--- config.mk ---
export PLATFORM = sky130hd
export DESIGN_NAME = scrambler_tx_flat
export DESIGN_NICKNAME = d
export VERILOG_FILES = /design/src/rtl/pcs_pkg.sv /design/src/rtl/scrambler_tx_if.sv /design/src/rtl/scrambler_lfsr.sv /design/src/rtl/scrambler_tx.sv /design/src/flat_wrapper.sv
export SDC_FILE = /design/constraint.sdc
export NUM_CORES = 1
export LEC_CHECK = 0
export ABC_AREA = 1
export CAP_MARGIN = 0
export CELL_PAD_IN_SITES_DETAIL_PLACEMENT = 1
export CELL_PAD_IN_SITES_GLOBAL_PLACEMENT = 1
export CORE_UTILIZATION = 38
export DETAILED_ROUTE_END_ITERATION = 8
export PLACE_DENSITY = 0.89
export SLEW_MARGIN = 10
export SYNTH_ARGS = -nofsm -noshare
export SYNTH_HDL_FRONTEND = slang
export SYNTH_SLANG_ARGS = --single-unit
--- constraint.sdc ---
create_clock -name clk -period 1.7 [get_ports clk]
set_input_delay 0.255 -clock clk [delete_from_list [all_inputs] [get_ports clk]]
set_output_delay 0.255 -clock clk [all_outputs]
set_load 0.005 [all_outputs]
--- src/rtl/pcs_pkg.sv ---
// Shared 64b/66b PCS constants and types for the TX scrambler and its neighbours.
package pcs_pkg;

    localparam int DATA_W  = 64;
    localparam int HEAD_W  = 2;
    localparam int SCRAM_W = 58;

    // Feedback taps of G(x) = 1 + x^39 + x^58, counted in bits back from the current bit.
    localparam int TAP_NEAR = 39;
    localparam int TAP_FAR  = SCRAM_W;

    typedef logic [HEAD_W-1:0]  head_t;
    typedef logic [DATA_W-1:0]  block_t;
    typedef logic [SCRAM_W-1:0] scram_t;

    localparam head_t      SYNC_HEAD_DATA  = 2'b01;
    localparam head_t      SYNC_HEAD_CTRL  = 2'b10;
    localparam logic [7:0] BLOCK_TYPE_IDLE = 8'h1E;
    localparam block_t     IDLE_BLOCK      = {{(DATA_W-8){1'b0}}, BLOCK_TYPE_IDLE};
    localparam scram_t     SCRAM_SEED      = {SCRAM_W{1'b1}};

endpackage

--- src/rtl/scrambler_tx_if.sv ---
// Block stream between the PCS encoder, the TX scrambler and the TX gearbox.
// Signal names are seen from the scrambler (slave modport).
interface scrambler_tx_if;
    import pcs_pkg::*;

    logic   valid_i;
    head_t  head_i;
    block_t data_i;
    logic   ready_o;
    logic   accept_i;
    head_t  head_o;
    block_t data_o;
    logic   underflow_o;

    modport master (
        output valid_i, head_i, data_i, accept_i,
        input  ready_o, head_o, data_o, underflow_o
    );

    modport slave (
        input  valid_i, head_i, data_i, accept_i,
        output ready_o, head_o, data_o, underflow_o
    );

endinterface

--- src/rtl/scrambler_lfsr.sv ---
// Combinational one-block step of the self-synchronising x^58 + x^39 + 1 scrambler, LSB first.
// DESCRAMBLE=1 feeds the received bits into the history instead of the produced bits (RX use).
module scrambler_lfsr
    import pcs_pkg::*;
#(
    parameter bit DESCRAMBLE = 1'b0
) (
    input  scram_t scram_i,
    input  block_t data_i,
    output block_t data_o,
    output scram_t scram_o
);

    // hist[SCRAM_W-1:0] is the incoming state (oldest bit at index 0);
    // hist[SCRAM_W+i] is the history bit generated at position i of this block.
    always_comb begin : stepBlock
        logic [SCRAM_W+DATA_W-1:0] hist;
        block_t                    res;
        hist              = '0;
        res               = '0;
        hist[SCRAM_W-1:0] = scram_i;
        for (int i = 0; i < DATA_W; i++) begin
            res[i]            = data_i[i] ^ hist[i + SCRAM_W - TAP_NEAR] ^ hist[i + SCRAM_W - TAP_FAR];
            hist[SCRAM_W + i] = DESCRAMBLE ? data_i[i] : res[i];
        end
        data_o  = res;
        scram_o = hist[SCRAM_W+DATA_W-1 -: SCRAM_W];
    end

endmodule

--- src/rtl/scrambler_tx.sv ---
// 64b/66b TX scrambler feeding the gearbox: scrambles the payload, passes the sync header,
// holds while the gearbox stalls and inserts idle blocks on underflow. Option: SCRAMBLER_BYPASS_EN.
module scrambler_tx
    import pcs_pkg::*;
(
    input  logic          clk,
    input  logic          reset,
`ifdef SCRAMBLER_BYPASS_EN
    input  logic          bypass_i,
`endif
    scrambler_tx_if.slave bus
);

    head_t  head_q, head_d;
    block_t data_q, data_d;
    scram_t scram_q, scram_d;
    logic   underflow_q, underflow_d;

    head_t  headSel;
    block_t blockSel;
    block_t scrData;
    scram_t scrNext;
    logic   bypassActive;

`ifdef SCRAMBLER_BYPASS_EN
    assign bypassActive = bypass_i;
`else
    assign bypassActive = 1'b0;
`endif

    // An empty upstream is replaced by an idle control block so the line never starves.
    always_comb begin
        headSel  = SYNC_HEAD_CTRL;
        blockSel = IDLE_BLOCK;
        if (bus.valid_i) begin
            headSel  = bus.head_i;
            blockSel = bus.data_i;
        end
    end

    scrambler_lfsr #(
        .DESCRAMBLE (1'b0)
    ) u_lfsr (
        .scram_i (scram_q),
        .data_i  (blockSel),
        .data_o  (scrData),
        .scram_o (scrNext)
    );

    // The state advances on every accepted block, bypassed or not, so releasing bypass is seamless.
    always_comb begin
        head_d      = head_q;
        data_d      = data_q;
        scram_d     = scram_q;
        underflow_d = 1'b0;
        if (bus.accept_i) begin
            head_d      = headSel;
            data_d      = bypassActive ? blockSel : scrData;
            scram_d     = scrNext;
            underflow_d = ~bus.valid_i;
        end
    end

    always_ff @(posedge clk) begin
        if (reset) begin
            head_q      <= SYNC_HEAD_CTRL;
            data_q      <= IDLE_BLOCK;
            scram_q     <= SCRAM_SEED;
            underflow_q <= 1'b0;
        end else begin
            head_q      <= head_d;
            data_q      <= data_d;
            scram_q     <= scram_d;
            underflow_q <= underflow_d;
        end
    end

    assign bus.ready_o     = bus.accept_i;
    assign bus.head_o      = head_q;
    assign bus.data_o      = data_q;
    assign bus.underflow_o = underflow_q;

endmodule

--- src/flat_wrapper.sv ---
// flat-port wrapper written by rule: the top's interface ports become plain ports
module scrambler_tx_flat import pcs_pkg::*;
  (clk, reset, bus_valid_i, bus_head_i, bus_data_i, bus_accept_i, bus_ready_o, bus_head_o, bus_data_o, bus_underflow_o);
  scrambler_tx_if bus_i ();
  input  logic clk;
  input  logic reset;
  input wire logic [$bits(bus_i.valid_i)-1:0] bus_valid_i;
  input wire logic [$bits(bus_i.head_i)-1:0] bus_head_i;
  input wire logic [$bits(bus_i.data_i)-1:0] bus_data_i;
  input wire logic [$bits(bus_i.accept_i)-1:0] bus_accept_i;
  output wire logic [$bits(bus_i.ready_o)-1:0] bus_ready_o;
  output wire logic [$bits(bus_i.head_o)-1:0] bus_head_o;
  output wire logic [$bits(bus_i.data_o)-1:0] bus_data_o;
  output wire logic [$bits(bus_i.underflow_o)-1:0] bus_underflow_o;
  assign bus_i.valid_i = bus_valid_i;
  assign bus_i.head_i = bus_head_i;
  assign bus_i.data_i = bus_data_i;
  assign bus_i.accept_i = bus_accept_i;
  assign bus_ready_o = bus_i.ready_o;
  assign bus_head_o = bus_i.head_o;
  assign bus_data_o = bus_i.data_o;
  assign bus_underflow_o = bus_i.underflow_o;
  scrambler_tx u_core (.clk(clk), .reset(reset), .bus(bus_i));
endmodule
Word level (Yosys, flattened, before mapping):

Index checks and enable logic that the tools add are counted.

* word-level logic and storage cells: 137
* bits in registers: 125
* input bits: 70
* output and inout bits: 68

* mux-type cells: 2
* bitwise operators: 130
* reductions and logical operators: 1

Operators by type and width (count)
* 1-bit bitwise XOR: 128
* 64-bit 2-to-1 mux: 1
* 2-bit 2-to-1 mux: 1
* 1-bit NOT: 2
* 2-bit OR reduction: 1

Depth between registers and ports, before layout:

* depth after elaboration: 5
* mapped depth: 10

Modules after synthesis:

Synthesis repeated with hierarchy kept, for this count alone.

* cells, all modules: 1068
* area total of the unflattened synthesis: 7058.0 um^2

By module, submodules not included
* scrambler_tx: times used 1, sequential area each 2502.4 um^2, cells each 673, area each 4847.1 um^2
* scrambler_lfsr: times used 1, sequential area each 0.0 um^2, cells each 395, area each 2210.9 um^2

Least setup slack after synthesis:

OpenSTA, ideal clock, no wires.

* path kind: in2reg
* from: input port reset
* to: register u_core.data_q[23], in the netlist u_core.bus.data_o[23]
* setup slack: 511 ps
* arrival time: 1056 ps
* stages on the path: 4
* library setup time: 132 ps
* path buffers: 3
* cells stage by stage: clkbuf_1 > clkbuf_1 > clkbuf_1 > a21oi_1

RTL lines
* from (decl): line flat_wrapper.sv:6 `input logic reset;`
* to (signal assigned): line scrambler_tx.sv:72 `data_q <= data_d;`
* to (decl): line scrambler_tx.sv:15 `block_t data_q, data_d;`

No word-level cell between the ends.

Worst setup path in the final report:

* from: register u_core.data_q[27], in the netlist u_core.bus.data_o[27]
* to: output port bus_data_o[27]

RTL lines
* to (decl): line flat_wrapper.sv:13 `output wire logic [$bits(bus_i.data_o)-1:0] bus_data_o;`

No word-level cell between the ends.

==> summary.txt <==
Power
  – Leakage: 3.83 nW
  – Power per cell area: 1130 nW/µm²
  – Sequential power share: 37.6%
  – Worst ir drop on vdd: 0.860 mV
  – P_int: 0.00672 W
  – Comb pwr share: 21.4%
  – Clock Power Share: 41.0%
  – Sw Ratio: 28.2%
  – P_sw: 0.00264 W

Place
  – PortBufs: 137
  – DP HPWL: 14,600 µm
  – Placed Cells: 1,197
  – GPL Wtd Cong: 0.808
  – Pre-CTS setup slack: 0.0807 ns
  – DP Area: 7640 µm²

Logic synthesis
  – Top-count cell post-synth: nand2_1
  – Synthesized area: 5970 µm²
  – Top-area cell type share of the netlist area: 41.9%
  – Seq cells post-synth: 125
  – Number of synthesized flops with an enable pin: 0
  – Register area share after synthesis: 41.9%
  – Cells after Synth: 871
  – Syn Area/Cell: 6.85 µm²
  – Largest cells by area after synthesis: dfxtp_1, nand2_1, a21oi_1
  – Area leader, netlist: dfxtp_1
  – Predominant post-synthesis flop cell: dfxtp_1
  – Synth warn: 0
  – Async S/R FF share, synth: 0%
  – Syn Nets: 941
  – Synth top cells by count: nand2_1, dfxtp_1, a21oi_1
  – Yosys cell types: 19

STA
  – Fmax achieved: 624 MHz
  – Setup Skew: 0.00808 ns
  – Slew @ Worst Pin: 0.642 ns
  – Final min period: 1.60 ns
  – Final setup violation count: 0
  – Final setup margin: 0.0974 ns
  – Hold_ws: 0.315 ns
  – Period utilization: 94.3%
  – Fin. Hold Viols: 0
  – Final Slew Violations: 0
  – RSZ-0062 raised after global routing: false
  – Worst rel slew slack: 56.8%
  – Fin Setup TNS: 0 ns

Worst setup path
  – Worst path max stage delay: 0.53 ns
  – Slowest cell on crit path: clkdlybuf4s50_1
  – Worst setup SP type: register
  – Crit Path Class: reg -> out
  – Buf+Inv Stages, Crit Path: 1
  – Crit path cell chain: clkdlybuf4s50_1
  – Critical Path Fanout Max: 2
  – Critical path arrival: 1.35 ns
  – Crit-path leading delay family: buffers and inverters
  – Worst path required time: 1.44 ns
  – Worst Setup End Kind: output pin

Route
  – Post-DRT Antenna Nets: 0
  – Initial DRC count: 258
  – Drt drc: 0
  – DR WL/cell: 16.7 µm
  – Drt pass-1 iters: 4
  – Routed WL: 20,500 µm
  – Via count: 6,191
  – Vias/cell: 5.04

GRT
  – Number of global-route vias before repair: 6,359
  – All-layer global routing usage: 26.2%
  – First-pass GRT wire length: 32,500 µm
  – GRT overflow: 0
  – Largest net degree at the start of global routing: 97
  – Antenna violations before repair: 0

Die
  – Die area: 16,200 µm²
  – FP Rows: 45
  – Starting Density: 39.1%
  – Die Wd: 127 µm
  – Ports: 138
  – Core area: 15,300 µm²
  – Height of the die: 127 µm

Clock network
  – Clock root cell: clkbuf_16
  – CTS tree: done
  – H-tree depth: 4
  – # Post-CTS Setup Buffers: 0
  – PostCTS Resize Cnt: 0
  – CTS clk-pin slew, worst paths: 0.06 ns
  – Clock sink count: 125
  – Clock buffer depth: 2
  – Cts-stage hold buffer count: 0
  – CTS Buf Count: 17
  – Skew-Pair Late Insertion Delay: 0.43 ns

Finish
  – P&R area growth vs syn: 38.5%
  – Final-stage net count: 1,075
  – Layout cell share with drive strength beyond 1: 5.21%
  – Design area: 8260 µm²
  – Fin cells: 1,228
  – Diode count: 0

Job
  – Max cap viols: 0

Run status
  – Status: finished, final reports clean

Worst hold path
  – Hold Crit Class: in -> reg
cell families (layout without fill, tap and decap cells):
group	after synthesis	after routing	synth area share, %
simple gates	392	392	25.6
compound gates	168	168	15.3
buf+inv	126	272	8.39
flops	125	125	41.9
xor+xnor	60	60	8.81
placed cells by master, fill, tap and decap left out, types with 7 or more instances in the layout:
| cell type | count |
|---|---|
| clkdlybuf4s50_1 | 134 |
| xor2_1 | 40 |
| buf_4 | 14 |
| nand3_1 | 38 |
| clkbuf_16 | 17 |
| a21oi_1 | 115 |
| o211ai_1 | 28 |
| buf_12 | 7 |
| nand2_1 | 320 |
| xnor2_1 | 20 |
| o21ai_0 | 23 |
| inv_1 | 81 |
| nor2_1 | 31 |
| dfxtp_1 | 125 |
path summary, 6_finish.rpt:
path / slack (ns) / from / endpoint / cells past startpoint
worst max-delay path: 0.1 / u_core.bus.data_o[27] / bus_data_o[27] / 1
worst min-delay path: 0.32 / reset / u_core.scram_q[49] / 3
worst min register to register: 0.47 / u_core.bus.data_o[30] / u_core.bus.data_o[30] / 2
worst max register to register: 0.26 / u_core.scram_q[21] / u_core.bus.data_o[60] / 8
state kept, by name, summed over array words and instances, names as in the netlist:
| name | count |
|---|---|
| u_core.scram_q | 58 |
| u_core.bus.data_o | 64 |
| u_core.bus.underflow_o | 1 |
| u_core.bus.head_o | 2 |
power by group through the flow:
stage / clock, W / combinational [W] / sequential (W)
finish: 0.00384 / 0.00200 / 0.00352
global route: 0.00401 / 0.00221 / 0.00355
CTS: 0.00388 / 0.00201 / 0.00352
detailed placement: 0 / 0.00197 / 0.00357
global placement: 0 / 0.00189 / 0.00356
floorplan: 0 / 0.00107 / 0.00351
metrics by stage:
stage               utilization, %  total power [W]
finish                        54.1          0.00936
global route                  54.1          0.00977
CTS                           54.1          0.00941
detailed placement            50.1          0.00555
global placement              50.1          0.00545
floorplan                        -          0.00458
routing by layer:
metal | share of wire, % | track usage, %
met5 | 0 | 0
met1 | 41 | 29.4
met4 | 2.9 | 12.2
met2 | 52 | 48.1
met3 | 3.8 | 4.56
area by class of cell:
class                   count  area (µm²)
inverters                  83         313
clock buffers              24         482
clock inverters             7         135
repair buffers            158        1600
multi-input cells         620        2960
fillers                  1924        7000
well taps                 211         264
flip-flops and latches    125        2500
Power figures use the tool's default switching activity.
